===== config.mk =====
export PLATFORM = sky130hd
export DESIGN_NAME = stream_add_ctrl_s_axi
export DESIGN_NICKNAME = d
export VERILOG_FILES = /design/src/rtl/stream_add_ctrl_s_axi.sv
export SDC_FILE = /design/constraint.sdc
export NUM_CORES = 1
export LEC_CHECK = 0
export CAP_MARGIN = 20
export CORE_MARGIN = 8
export CORE_UTILIZATION = 47
export CTS_CLUSTER_SIZE = 25
export DETAILED_ROUTE_END_ITERATION = 6
export HOLD_SLACK_MARGIN = 0.15
export PLACE_DENSITY = 0.85
export SLEW_MARGIN = 40
export SYNTH_ARGS = -nofsm -noshare
export SYNTH_HDL_FRONTEND = slang
export SYNTH_SLANG_ARGS = --single-unit
export TNS_END_PERCENT = 1

===== constraint.sdc =====
create_clock -name ap_clk -period 1.8 [get_ports ap_clk]
set_input_delay 0.54 -clock ap_clk [delete_from_list [all_inputs] [get_ports ap_clk]]
set_output_delay 0.54 -clock ap_clk [all_outputs]
set_load 0.03 [all_outputs]

===== src/rtl/stream_add_ctrl_s_axi.sv =====
// Purpose: AXI4-Lite control slave for the stream-add kernel: ap_ctrl_hs bits, IRQ enable/status, 64-bit scalar n.
// Latency: register write lands the cycle after the W handshake; RVALID one cycle after the AR handshake.
// Backpressure: one outstanding transaction per direction; AW/AR are not re-accepted until BREADY/RREADY retires the previous one.
// Ports: ap_clk/ap_rst (synchronous, active high); s_axi_control_* AXI4-Lite responder; interrupt level to host;
//        ap_start/ap_done/ap_ready/ap_idle kernel handshake; n scalar argument to the kernel core.
module stream_add_ctrl_s_axi #(
    parameter int ADDR_WIDTH = 5,
    parameter int DATA_WIDTH = 32
) (
    input  logic                    ap_clk,
    input  logic                    ap_rst,
    input  logic [ADDR_WIDTH-1:0]   s_axi_control_AWADDR,
    input  logic                    s_axi_control_AWVALID,
    output logic                    s_axi_control_AWREADY,
    input  logic [DATA_WIDTH-1:0]   s_axi_control_WDATA,
    input  logic [DATA_WIDTH/8-1:0] s_axi_control_WSTRB,
    input  logic                    s_axi_control_WVALID,
    output logic                    s_axi_control_WREADY,
    output logic [1:0]              s_axi_control_BRESP,
    output logic                    s_axi_control_BVALID,
    input  logic                    s_axi_control_BREADY,
    input  logic [ADDR_WIDTH-1:0]   s_axi_control_ARADDR,
    input  logic                    s_axi_control_ARVALID,
    output logic                    s_axi_control_ARREADY,
    output logic [DATA_WIDTH-1:0]   s_axi_control_RDATA,
    output logic [1:0]              s_axi_control_RRESP,
    output logic                    s_axi_control_RVALID,
    input  logic                    s_axi_control_RREADY,
    output logic                    interrupt,
    output logic                    ap_start,
    input  logic                    ap_done,
    input  logic                    ap_ready,
    input  logic                    ap_idle,
    output logic [63:0]             n
);

    // Word index into the register map; ADDR[1:0] never takes part in decode.
    typedef logic [ADDR_WIDTH-3:0] widx_t;
    localparam widx_t IDX_CTRL = widx_t'(0);
    localparam widx_t IDX_GIE  = widx_t'(1);
    localparam widx_t IDX_IER  = widx_t'(2);
    localparam widx_t IDX_ISR  = widx_t'(3);
    localparam widx_t IDX_NLO  = widx_t'(4);
    localparam widx_t IDX_NHI  = widx_t'(5);

    typedef enum logic [1:0] {WR_RESET, WR_IDLE, WR_DATA, WR_RESP} wr_state_t;
    typedef enum logic [1:0] {RD_RESET, RD_IDLE, RD_DATA} rd_state_t;

    wr_state_t wr_state, wr_next;
    rd_state_t rd_state, rd_next;

    widx_t                 waddr_q;
    logic                  aw_hs, w_hs, ar_hs;
    logic [DATA_WIDTH-1:0] wmask, rd_mux, rdata_q;
    logic                  start_q, auto_restart, done_q, idle_q, ready_q;
    logic                  gie, irq_q;
    logic [1:0]            ier, isr;
    logic [63:0]           n_q;
    logic                  unused_addr_lsbs;

    assign unused_addr_lsbs = ^{s_axi_control_AWADDR[1:0], s_axi_control_ARADDR[1:0]};

    // ---------------- write channel FSM ----------------
    always_ff @(posedge ap_clk) begin
        if (ap_rst) wr_state <= WR_RESET;
        else        wr_state <= wr_next;
    end

    always_comb begin
        wr_next               = wr_state;
        s_axi_control_AWREADY = 1'b0;
        s_axi_control_WREADY  = 1'b0;
        s_axi_control_BVALID  = 1'b0;
        case (wr_state)
            WR_RESET: wr_next = WR_IDLE;
            WR_IDLE: begin
                s_axi_control_AWREADY = 1'b1;
                if (s_axi_control_AWVALID) wr_next = WR_DATA;
            end
            WR_DATA: begin
                s_axi_control_WREADY = 1'b1;
                if (s_axi_control_WVALID) wr_next = WR_RESP;
            end
            WR_RESP: begin
                s_axi_control_BVALID = 1'b1;
                if (s_axi_control_BREADY) wr_next = WR_IDLE;
            end
            default: wr_next = WR_RESET;
        endcase
    end

    assign aw_hs               = s_axi_control_AWVALID & s_axi_control_AWREADY;
    assign w_hs                = s_axi_control_WVALID & s_axi_control_WREADY;
    assign s_axi_control_BRESP = 2'b00;

    always_ff @(posedge ap_clk) begin
        if (ap_rst)     waddr_q <= '0;
        else if (aw_hs) waddr_q <= s_axi_control_AWADDR[ADDR_WIDTH-1:2];
    end

    always_comb begin
        wmask = '0;
        for (int i = 0; i < DATA_WIDTH/8; i++) wmask[8*i +: 8] = {8{s_axi_control_WSTRB[i]}};
    end

    // ---------------- read channel FSM ----------------
    always_ff @(posedge ap_clk) begin
        if (ap_rst) rd_state <= RD_RESET;
        else        rd_state <= rd_next;
    end

    always_comb begin
        rd_next               = rd_state;
        s_axi_control_ARREADY = 1'b0;
        s_axi_control_RVALID  = 1'b0;
        case (rd_state)
            RD_RESET: rd_next = RD_IDLE;
            RD_IDLE: begin
                s_axi_control_ARREADY = 1'b1;
                if (s_axi_control_ARVALID) rd_next = RD_DATA;
            end
            RD_DATA: begin
                s_axi_control_RVALID = 1'b1;
                if (s_axi_control_RREADY) rd_next = RD_IDLE;
            end
            default: rd_next = RD_RESET;
        endcase
    end

    assign ar_hs               = s_axi_control_ARVALID & s_axi_control_ARREADY;
    assign s_axi_control_RRESP = 2'b00;
    assign s_axi_control_RDATA = rdata_q;

    always_comb begin
        rd_mux = '0;
        case (s_axi_control_ARADDR[ADDR_WIDTH-1:2])
            IDX_CTRL: rd_mux[7:0] = {auto_restart, 3'b000, ready_q, idle_q, done_q, start_q};
            IDX_GIE:  rd_mux[0]   = gie;
            IDX_IER:  rd_mux[1:0] = ier;
            IDX_ISR:  rd_mux[1:0] = isr;
            IDX_NLO:  rd_mux      = n_q[31:0];
            IDX_NHI:  rd_mux      = n_q[63:32];
            default:  rd_mux      = '0;
        endcase
    end

    // ---------------- register file ----------------
    // Later assignments in this block deliberately override earlier ones:
    // kernel events beat clear-on-read and toggle-on-write in the same cycle.
    always_ff @(posedge ap_clk) begin
        if (ap_rst) begin
            start_q      <= 1'b0;
            auto_restart <= 1'b0;
            done_q       <= 1'b0;
            idle_q       <= 1'b0;
            ready_q      <= 1'b0;
            gie          <= 1'b0;
            ier          <= 2'b00;
            isr          <= 2'b00;
            irq_q        <= 1'b0;
            n_q          <= '0;
            rdata_q      <= '0;
        end else begin
            idle_q <= ap_idle;
            irq_q  <= gie & (|isr);

            if (ap_ready && !auto_restart) start_q <= 1'b0;
            if (w_hs && waddr_q == IDX_CTRL && s_axi_control_WSTRB[0]) begin
                auto_restart <= s_axi_control_WDATA[7];
                if (s_axi_control_WDATA[0]) start_q <= 1'b1;
            end

            if (ar_hs && s_axi_control_ARADDR[ADDR_WIDTH-1:2] == IDX_CTRL) begin
                done_q  <= 1'b0;
                ready_q <= 1'b0;
            end
            if (ap_done)  done_q  <= 1'b1;
            if (ap_ready) ready_q <= 1'b1;

            if (w_hs && waddr_q == IDX_GIE && s_axi_control_WSTRB[0]) gie <= s_axi_control_WDATA[0];
            if (w_hs && waddr_q == IDX_IER && s_axi_control_WSTRB[0]) ier <= s_axi_control_WDATA[1:0];
            if (w_hs && waddr_q == IDX_ISR && s_axi_control_WSTRB[0]) isr <= isr ^ s_axi_control_WDATA[1:0];
            if (ap_done && ier[0])  isr[0] <= 1'b1;
            if (ap_ready && ier[1]) isr[1] <= 1'b1;

            if (w_hs && waddr_q == IDX_NLO) n_q[31:0]  <= (n_q[31:0] & ~wmask) | (s_axi_control_WDATA & wmask);
            if (w_hs && waddr_q == IDX_NHI) n_q[63:32] <= (n_q[63:32] & ~wmask) | (s_axi_control_WDATA & wmask);

            // Capture the pre-clear value so a clear-on-read still reports the event.
            if (ar_hs) rdata_q <= rd_mux;
        end
    end

    assign ap_start  = start_q;
    assign interrupt = irq_q;
    assign n         = n_q;

endmodule


# After elaboration in Yosys (flattened, before gate mapping)

Index checks and enable logic that the tools add are counted.

Bitwise logic cells: 11
Eq/ne operators: 20
Muxes and demuxes: 25
Reductions and logical operators: 26

Operators by type and width:

| operator                                             | number |
|---|---|
| AND 32 bit                                           | 3 |
| bitwise OR 32 bit                                    | 2 |
| one-hot mux 24 bit (2 select lines)                  | 1 |
| NOT 32 bit                                           | 1 |
| one-hot mux 6 bit (3 select lines)                   | 1 |
| logical AND 1 bit                                    | 14 |
| two-way mux 1 bit                                    | 13 |
| equality test 3 x 2 -> 1 bit (second input constant) | 4 |
| equality test 3 bit (second input constant)          | 4 |
| two-way mux 2 bit                                    | 6 |
| != test 2 bit (second input constant)                | 5 |
| one-hot mux 2 bit (4 select lines)                   | 1 |
| nonzero test 2 bit                                   | 4 |
| equality test 2 bit (second input constant)          | 3 |
| equality test 3 x 1 -> 1 bit (second input constant) | 2 |
| logical NOT 3 bit                                    | 2 |
| one-hot mux 1 bit (6 select lines)                   | 1 |
| one-hot mux 2 bit (3 select lines)                   | 1 |
| one-hot mux 1 bit (5 select lines)                   | 1 |
| AND 1 bit                                            | 4 |
| equality test 2 x 1 -> 1 bit (second input constant) | 2 |
| logical NOT 2 bit                                    | 2 |
| AND reduction 3 bit                                  | 1 |
| AND reduction 2 bit                                  | 1 |
| other kinds (3)                                      | 3 |

Word-level logic and storage cells: 98
Bits in registers: 114
Input bits: 56
Output and inout port bits: 107

# Logic depth before layout (Yosys ltp)

Gate-level depths: netlist of the first run.

Word-level depth: 7
Gate-level depth with buffers: 7
Gate-level depth less buffers: 5

# Worst setup path before layout of the first run

Ideal clock, no wire load.

Path kind: register -> register
From: register wr_state[0]
To: register (tool-made name)
Library setup time: 0.072 ns
Clock period less this slack: 1.715 ns
Slack: 0.085 ns
Path buffers: 2
Stages on the path, launching flop included: 8
Data required time: 1.728 ns
Data arrival time: 1.644 ns
Path through: dfxtp_1 > inv_1 > ha_1 > and3b_1 > buf_6 > and4_4 > buf_6 > mux2i_1

RTL lines:

| element                  | line | text |
|---|---|---|
| start: declaration       | 49   | `wr_state_t wr_state, wr_next;` |
| start signal: assignment | 66   | `else wr_state <= wr_next;` |

# Worst setup path in the final report of the first run

From: register wr_state[0]
To: output port s_axi_control_WREADY

Word-level cells in the longest chain between the ends: 2

Ends and longest elaborated chain:

| element             | line | text |
|---|---|---|
| equality test 2 bit | 74   | `case (wr_state)` |
| two-way mux 1 bit   | 74   |  |
| end: declaration    | 18   | `output logic s_axi_control_WREADY,` |

No other way between the ends.

==> results.sh, run 1 <==
export IMPL_finalSetupViolations=2
export IMPL_timing_final_crit_share=1.02
export IMPL_synth_cells=539
export IMPL_diodes=0
export IMPL_htree_levels=4
export IMPL_rr_worst_depth=8
export IMPL_synth_area_leader_cell="dfxtp_1"
export IMPL_layout_drive_gt1_share=0.286
export IMPL_busiest_layer="met2"
export IMPL_yosys_warnings=0
export IMPL_power_leakage_nw=3.05
export IMPL_post_synth_top_area_fraction=0.437
export IMPL_n_fill_cell=806
export IMPL_clockBufferDepth=2
export IMPL_drt_wirelength_per_cell_um=18.4
export IMPL_final_nets=763
export IMPL_die_area_sq_um=14800
export IMPL_synth_edf_count=0
export IMPL_cts_tree="done"
export IMPL_p_per_area_nw_per_um2=901
export IMPL_fin_skew_ns=0.0100
export IMPL_antenna_found_initial=0
export IMPL_routed_via_density=5.31
export IMPL_critPathLaunchType="flop"
export IMPL_p_seq_frac=0.380
export IMPL_worstHoldStart="ap_rst"
export IMPL_cp_num_cells=4
export IMPL_fin_util=0.701
export IMPL_cts_buffers=17
export IMPL_path_cells="buf_6 > inv_4 > ha_4 > buf_6"
export IMPL_fin_setup_tns_ns=-0.0783
export IMPL_critical_path_most_common_cell="buf_6"
export IMPL_drtIter0Drc=281
export IMPL_num_vias=4551
export IMPL_area_delta_synth_final_pct=45.4
export IMPL_peakVddDrop_v=0.000739
export IMPL_drc_errors=0
export IMPL_violations="negative setup slack"
export IMPL_cp_data_required_time_ns=1.26
export IMPL_hp_class="in2reg"
export IMPL_r2r_slack_ns=0.09
export IMPL_slew_violations=0
export IMPL_tightest_slew_ns=0.498
export IMPL_min_path_cells=2
export IMPL_power_switching_mw=1.66
export IMPL_ant_nets=0
export IMPL_synth_main_ff_cell="dfxtp_1"
export IMPL_ctsHoldBuffers=0
export IMPL_critical_path_top_delay_family="flip-flops"
export IMPL_portBuffers=154
export IMPL_dpl_hpwl_mm=11.0
export IMPL_timing_critical_path_buf_inv=3
export IMPL_drt_wl_total_mm=15.7
export IMPL_gp_routability_congestion=0.855
export IMPL_ys_ff_latch=114
export IMPL_initial_core_util=0.482
export IMPL_r2r_start="wr_state[0]"
export IMPL_timing_slew_headroom=0.667
export IMPL_hold_path_end="idle_q"
export IMPL_first_pass_iters=5
export IMPL_drv_cap=0
export IMPL_synth_area_leaders="dfxtp_1 44%, mux2i_1 13%, nand2b_1 12%, mux2_2 6.7%, a21oi_1 3.5%"
export IMPL_cp_arrival_ns=1.30
export IMPL_cpMaxStageDelayCell="dfxtp_2"
export IMPL_path_max_fanout=5
export IMPL_ys_async_sr_fraction=0
export IMPL_path_clk_slew_ns=0.06
export IMPL_grt_max_degree=80
export IMPL_use_met3=0.0651
export IMPL_period_needed_ns=1.84
export IMPL_end_kind="primary output"
export IMPL_rsz0062_at_grt="true"
export IMPL_ys_types=41
export IMPL_hold_slack_ns=0.360
export IMPL_finalHoldViolCount=0
export IMPL_track_usage=0.212
export IMPL_synth_area_sq_um=5230
export IMPL_pwr_share_comb=0.134
export IMPL_root_buffer="clkbuf_8"
export IMPL_ys_seq_area_frac=0.437
export IMPL_p_clk_frac=0.486
export IMPL_max_freq_ghz=0.543
export IMPL_fp_dieW_um=121
export IMPL_overflow=0
export IMPL_syn_area_per_cell_sq_um=9.70
export IMPL_setup_ws_ns=-0.0428
export IMPL_swShare=0.242
export IMPL_power_internal_mw=5.19
export IMPL_row_count=38
export IMPL_grt_pass1_wl_mm=25.2
export IMPL_die_y_um=121
export IMPL_use_met2=0.366
export IMPL_cts_sinks=114
export IMPL_path_class="reg2out"
export IMPL_ios=163
export IMPL_first_global_vias=4946
export IMPL_status="complete, but fails checks"
export IMPL_core_sq_um=10800
export IMPL_clkLatencyLatePin_ns=0.50
export IMPL_slowest_delay_ns=0.34
export IMPL_met1_usage=0.238
==> cell usage in the layout, fill, tap and decap left out, types with 5 or more instances in the layout <==
| cell type | count |
|---|---|
| a21oi_1 | 37 |
| and4_1 | 5 |
| buf_12 | 8 |
| buf_4 | 26 |
| buf_6 | 5 |
| clkbuf_16 | 16 |
| clkbuf_2 | 31 |
| clkdlybuf4s15_1 | 10 |
| clkdlybuf4s15_2 | 57 |
| clkdlybuf4s50_1 | 49 |
| dfxtp_1 | 110 |
| mux2_2 | 31 |
| mux2i_1 | 70 |
| nand2_1 | 33 |
| nand2b_1 | 102 |
| nand3_1 | 34 |
| nand3b_1 | 5 |
| nor2_1 | 8 |
==> cells by family (layout without fill, tap and decap cells) <==
group | count (synthesis) | in the layout | synth area share
AOI/OAI and AO/OA | 59 | 59 | 0.0651
adders and majority gates | 3 | 3 | 0.00718
buffers and inverters | 50 | 225 | 0.0512
DFF | 114 | 114 | 0.437
muxes | 101 | 101 | 0.201
other | 1 | 4 | 0.000718
and+or+nand+nor | 211 | 211 | 0.238
==> stage by stage <==
step	area [sq um]	cells	power, mW	setup slack, ns
6_report	7600	857	6.85	-0.0428
5_1_grt	7600	857	7.10	-0.0852
4_1_cts	7720	856	6.84	-0.149
3_5_place_dp	7030	824	3.45	-0.322
3_3_place_gp	7030	824	3.42	-0.275
2_1_floorplan	5240	542	3.10	0.0849
==> repair_timing <==
action | CTS | global route
pin swaps | 1 | 2
setup endpoints to repair | 103 | 45
resized for setup | 256 | 55
setup buffers | 0 | 2
==> worst register-to-register path: cells and delay by family, from the launching register on <==
family / cells / cell delay (ns)
DFF: 1 / 0.33
muxes: 1 / 0.19
adders and majority gates: 1 / 0.15
and+or+nand+nor: 2 / 0.48
buffers and inverters: 4 / 0.45
==> area by class of cell <==
class                   count  area, sq um  area share
flip-flops and latches    114         2290       0.301
repair buffers            187         1800       0.237
clock buffers              23          457      0.0601
clock inverters             9          130      0.0171
multi-input cells         378         2720       0.358
inverters                   6         27.5     0.00362
well taps                 140          175      0.0230
==> worst max path at each step <==
| stage | start | to | slack, ns |
|---|---|---|---|
| 2_1_floorplan | wr_state[0] | flop | 0.08 |
| 3_3_place_gp | s_axi_control_WVALID | flop | -0.27 |
| 3_5_place_dp | s_axi_control_WVALID | flop | -0.32 |
| 4_1_cts | wr_state[0] | s_axi_control_WREADY | -0.15 |
| 5_1_grt | wr_state[0] | s_axi_control_WREADY | -0.09 |
| 6_report | wr_state[0] | s_axi_control_WREADY | -0.04 |
==> cell usage after synthesis, types with 3 or more instances <==
cell	number
ha_1	3
nand3_1	34
mux2_2	31
a2bb2oi_1	3
nand3b_1	5
and4_1	5
nand3_2	3
o21ai_1	3
a21oi_1	37
dfxtp_1	114
nor2_1	8
nand2b_1	102
buf_4	12
buf_6	3
buf_2	10
or3_1	3
mux2i_1	70
inv_1	6
clkbuf_1	19
a31oi_1	4
nor2b_1	5
nand2_1	33
o21ai_0	3
==> power groups by stage <==
stage          Sequential, mW  Combinational, mW  Clock [mW]
3_5_place_dp             2.65              0.798           0
6_report                 2.60              0.916        3.33
3_3_place_gp             2.65              0.774           0
4_1_cts                  2.60              0.873        3.37
5_1_grt                  2.61              0.973        3.52
2_1_floorplan            2.67              0.433           0
==> layer usage <==
layer | share of wire | vias to the layer above
li1 | - | 2186
met1 | 0.41 | 2184
met2 | 0.50 | 162
met3 | 0.069 | 19
met4 | 0.014 | 0
met5 | 0 | -
Note: power is estimated with default switching activity, not from simulation.
==> inputs of run 2 (changes only) <==
Settings changed: HOLD_SLACK_MARGIN 0.15 to 0.12, MAX_ROUTING_LAYER from default to met4, SLEW_MARGIN 40 to 10.
==> run 2 against run 1 <==
The flow still finishes with violations (negative setup slack); sequential share of layout area decreased by 0.059 points; worst setup slack got worse by 0.0013 ns; hold slack lost 0.0046 ns; wire length increased by 0.32%; register-to-register slack hardly changed; non-clock buffer count unchanged; critical path depth stayed put; total power is essentially flat; design area up 0.20%; global-route usage rose by 0.57 points.
==> results.sh, run 2 (synthesis results as in run 1) <==
export IMPL_status="complete, but fails checks"
export IMPL_violations="negative setup slack"
export IMPL_gp_routability_congestion=0.868
export IMPL_p_per_area_nw_per_um2=901
export IMPL_worstHoldStart="ap_rst"
export IMPL_r2r_start="wr_state[0]"
export IMPL_setup_ws_ns=-0.0441
export IMPL_cpMaxStageDelayCell="dfxtp_2"
export IMPL_mostFrequentLayoutCells="110 x dfxtp_1, 102 x nand2b_1, 70 x mux2i_1, 57 x clkdlybuf4s15_2, 49 x clkdlybuf4s50_1"
export IMPL_critPathLaunchType="flop"
export IMPL_hp_class="in2reg"
export IMPL_first_global_vias=4922
export IMPL_cp_data_required_time_ns=1.26
export IMPL_timing_final_crit_share=1.02
export IMPL_path_cells="buf_6 > inv_4 > ha_4 > buf_6"
export IMPL_tightest_slew_ns=0.501
export IMPL_portBuffers=154
export IMPL_core_sq_um=10800
export IMPL_cp_num_cells=4
export IMPL_grt_pass1_wl_mm=25.2
export IMPL_initial_core_util=0.482
export IMPL_min_path_cells=2
export IMPL_diodes=0
export IMPL_dpl_hpwl_mm=11.0
export IMPL_critical_path_most_common_cell="buf_6"
export IMPL_rr_worst_depth=8
export IMPL_timing_slew_headroom=0.665
export IMPL_finalHoldViolCount=0
export IMPL_layout_drive_gt1_share=0.282
export IMPL_power_leakage_nw=3.05
export IMPL_hold_slack_ns=0.355
export IMPL_fin_skew_ns=0.00953
export IMPL_area_delta_synth_final_pct=45.7
export IMPL_drv_cap=0
export IMPL_die_area_sq_um=14800
export IMPL_drc_errors=0
export IMPL_finalSetupViolations=2
export IMPL_drt_wirelength_per_cell_um=18.4
export IMPL_grt_max_degree=80
export IMPL_dp_slack_ns=-0.322
export IMPL_end_kind="primary output"
export IMPL_num_vias=4549
export IMPL_path_class="reg2out"
export IMPL_slowest_delay_ns=0.34
export IMPL_final_nets=763
export IMPL_r2r_slack_ns=0.09
export IMPL_p_total_mw=6.86
export IMPL_critical_path_top_delay_family="flip-flops"
export IMPL_htree_levels=4
export IMPL_rsz0062_at_grt="true"
export IMPL_ios=163
export IMPL_cp_arrival_ns=1.30
export IMPL_ant_nets=0
export IMPL_path_max_fanout=5
export IMPL_path_clk_slew_ns=0.06
export IMPL_cts_tree="done"
export IMPL_fin_util=0.703
export IMPL_row_count=38
export IMPL_final_common_cell="dfxtp_1"
export IMPL_period_needed_ns=1.84
export IMPL_slew_violations=0
export IMPL_max_freq_ghz=0.542
export IMPL_clkLatencyLatePin_ns=0.50
export IMPL_fp_dieW_um=121
export IMPL_overflow=0
export IMPL_routed_via_density=5.31
export IMPL_antenna_found_initial=0
export IMPL_drtIter0Drc=335
export IMPL_cts_sinks=114
export IMPL_track_usage=0.218
export IMPL_cts_buffers=17
export IMPL_hold_path_end="idle_q"
export IMPL_root_buffer="clkbuf_8"
export IMPL_die_y_um=121
export IMPL_timing_critical_path_buf_inv=3
export IMPL_clockBufferDepth=2
export IMPL_first_pass_iters=5
export IMPL_drt_wl_total_mm=15.8
export IMPL_peakVddDrop_v=0.000741
run 2: cell count changes in the layout (fill, tap and decap cells not counted), sizes merged:
cell           before  now
clkbuf             54   51
clkdlybuf4s15      67   70
run 2: worst max-delay path by stage:
stage | startpoint | end | slack [ns]
finish | wr_state[0] | s_axi_control_WREADY | -0.04
global route | wr_state[0] | s_axi_control_WREADY | -0.08
CTS | wr_state[0] | s_axi_control_WREADY | -0.15
detailed placement | s_axi_control_WVALID | flop | -0.32
global placement | s_axi_control_WVALID | flop | -0.27
floorplan | wr_state[0] | flop | 0.08
run 2: layout make-up:
type | instances | area [sq um]
well taps | 140 | 175
clock inverters | 9 | 130
inverters | 6 | 27.5
repair buffers | 187 | 1820
fillers | 805 | 3220
flip-flops and latches | 114 | 2290
clock buffers | 23 | 457
multi-input cells | 378 | 2720
run 2: routing by layer:
layer  GRT usage  routed length [um]  vias to the layer above  part of all wire
li1            -                   -                     2185                 -
met1       0.243                6630                     2181              0.42
met2       0.365                7900                      158              0.50
met3      0.0582                 999                       25             0.063
met4      0.0840                 260                        0             0.016
met5           -                   0                        -                 0
run 2: power breakdown:
part           internal (mW)  switching (mW)  leakage [nW]  total [mW]
Clock                   2.18            1.16         0.274        3.34
Sequential              2.57          0.0318         0.922        2.60
Combinational          0.445           0.472          1.86       0.917
run 2: per-stage QoR:
step / instances / setup TNS [ns] / cell area [sq um]
2_1_floorplan: 542 / 0 / 5240
3_3_place_gp: 824 / -17.05 / 7030
3_5_place_dp: 824 / -20.93 / 7030
4_1_cts: 856 / -0.364 / 7720
5_1_grt: 857 / -0.174 / 7620
6_report: 857 / -0.0815 / 7620
run 2: what timing repair did:
action / CTS / global route
endpoints found under the setup margin: 103 / 45
setup buffers: 0 / 2
hold buffers: 0 / 0
cloned: 0 / 0
gates resized for setup: 256 / 52
pin swaps: 1 / 2
==> patch (config.mk and constraints of run 1) <==
Re-encode `rd_state_t` (3 states) as one-hot, 3 bits wide.
--- a/src/rtl/stream_add_ctrl_s_axi.sv
+++ b/src/rtl/stream_add_ctrl_s_axi.sv
@@ -46,3 +46,3 @@
     typedef enum logic [1:0] {WR_RESET, WR_IDLE, WR_DATA, WR_RESP} wr_state_t;
-    typedef enum logic [1:0] {RD_RESET, RD_IDLE, RD_DATA} rd_state_t;
+    typedef enum logic [2:0] {RD_RESET = 3'b001, RD_IDLE = 3'b010, RD_DATA = 3'b100} rd_state_t;
 
Check against the original RTL: no difference found for any inputs over 4 cycles, from zero or initial values and one cycle with ap_rst high; so few cycles prove little.
==> patch against run 1 <==
- the flow still finishes with violations (negative setup slack)
- clock power fell by 3%
- cell area rose by 1.6%
- die area is essentially flat
- area after synthesis is essentially flat
- global-route usage fell by 0.35 points
- wire length shrank 1.3%
- sequential cell count rose by 1
- worst setup slack improved by 3.7 ps
- power increased by 0.41%
- count of clock-buffer cells in the layout is 6 lower
- worst hold slack better by 53 ps
- largest cell class unchanged
- largest power group unchanged
- highest routed layer unchanged
==> patch: results (changes against run 1) <==
* Post-CTS sizing at 267 (+4.3%)
* Synth unique cells at 43 (+4.9%)
* Multi-Input Combinational at 383 (+1.3%)
* Routed WL at 15,500 um (-1.3%)
* Detailed Place HPWL at 11,100 um (+1.3%)
* Leak pwr at 0.00307 uW (+0.69%)
* Worst VDD drop at 762 uV (+3.0%)
* Metal3 WL at 1240 um (+13%)
* Clk cell area share at 7.41% (-0.31 points)
* Sum Neg Setup Slack at -95.2 ps (-16.9 ps)
* DRT iter0 DRCs at 235 (-16%)
* Seq area share at 30.0% (-0.16 points)
* Vias per cell at 5.37 (+1.2%)
* First-pass GRT wire length at 24,900 um (-1.2%)
* Largest net degree at the start of global routing at 69 (-14%)
* Seq cells at 115 (+0.88%)
* Run status: finished, violations left
* Non-clock inverter count in the final layout at 5 (-1)
* Top post-synthesis cells by area: dfxtp_1, mux2i_1, nand2b_1, mux2_2, a21oi_1
* Final nets at 770 (+0.92%)
* Setup ws final at -39.1 ps (+3.70 ps)
* Met1 Routed Length at 6210 um (-4.5%)
* Plain + repair buffers at 189 (+1.1%)
* List of most frequent post-synthesis cells: dfxtp_1, nand2b_1, mux2i_1, a21oi_1
* Final setup violation count at 3 (+1)
* Seq/Total Area, Yosys at 44.0% (+0.37 points)
* Dpl cell area at 7140 um2 (+1.5%)
* Pint at 5070 uW (-2.4%)
* GP Congestion at 0.811 (-5.1%)
* Failing checks: negative setup slack
* Layout cells sized above 1 at 29.4% (+0.83 points)
patch: cell count changes after synthesis, moves of 3 or more:
cell             run 1  this run
clkbuf_1            19        22
nor3b_1              0         3
buf_2               10        15
buf_6                3         0
buf_4               12         5
o21bai_1             0         3
patch: kinds of logic after synthesis:
logic type                 synth area share, %
and+or+nand+nor                           23.7
DFF                                       44.0
xor gates and xnor gates                 0.168
adders and majority gates                0.718
AOI/OAI and AO/OA                         6.94
buffers and inverters                     4.24
muxes                                     20.1
other                                   0.0717
patch: worst min-delay path by stage:
stage | to | depth (start not counted)
final | s_axi_control_RDATA[7] | 3
after global routing | s_axi_control_RDATA[7] | 3
after CTS | s_axi_control_RDATA[7] | 3
after detailed placement | s_axi_control_RDATA[8] | 2
after global placement | s_axi_control_RDATA[20] | 2
after floorplan | ready_q | 2
patch: tightest hold or removal path, cell delays in order:
cell and delay, ps:
buf_4 140, or4_4 140, o21ai_1 50
patch: power groups by stage:
| stage | registers, uW | logic [uW] | clock network (uW) |
|---|---|---|---|
| after floorplan | 2720 | 472 | 0 |
| after global placement | 2700 | 841 | 0 |
| after detailed placement | 2710 | 884 | 0 |
| after CTS | 2660 | 953 | 3260 |
| after global routing | 2680 | 1060 | 3400 |
| final | 2670 | 992 | 3220 |
patch: per-layer routing:
| metal | vias up | global-route usage [%] |
|---|---|---|
| met4 | 0 | 6.94 |
| met2 | 158 | 37.7 |
| met3 | 18 | 8.05 |
| li1 | 2213 | - |
| met5 | - | 0 |
| met1 | 2254 | 21.7 |
patch: per-stage QoR:
stage	util (%)	setup slack, ps	instances	hold slack (ps)
detailed placement	65.8	-311	829	445
finish	71.2	-39.1	864	413
floorplan	-	24.9	547	442
global route	71.2	-91.7	864	398
global placement	65.8	-237	829	439
CTS	72.2	-172	861	395
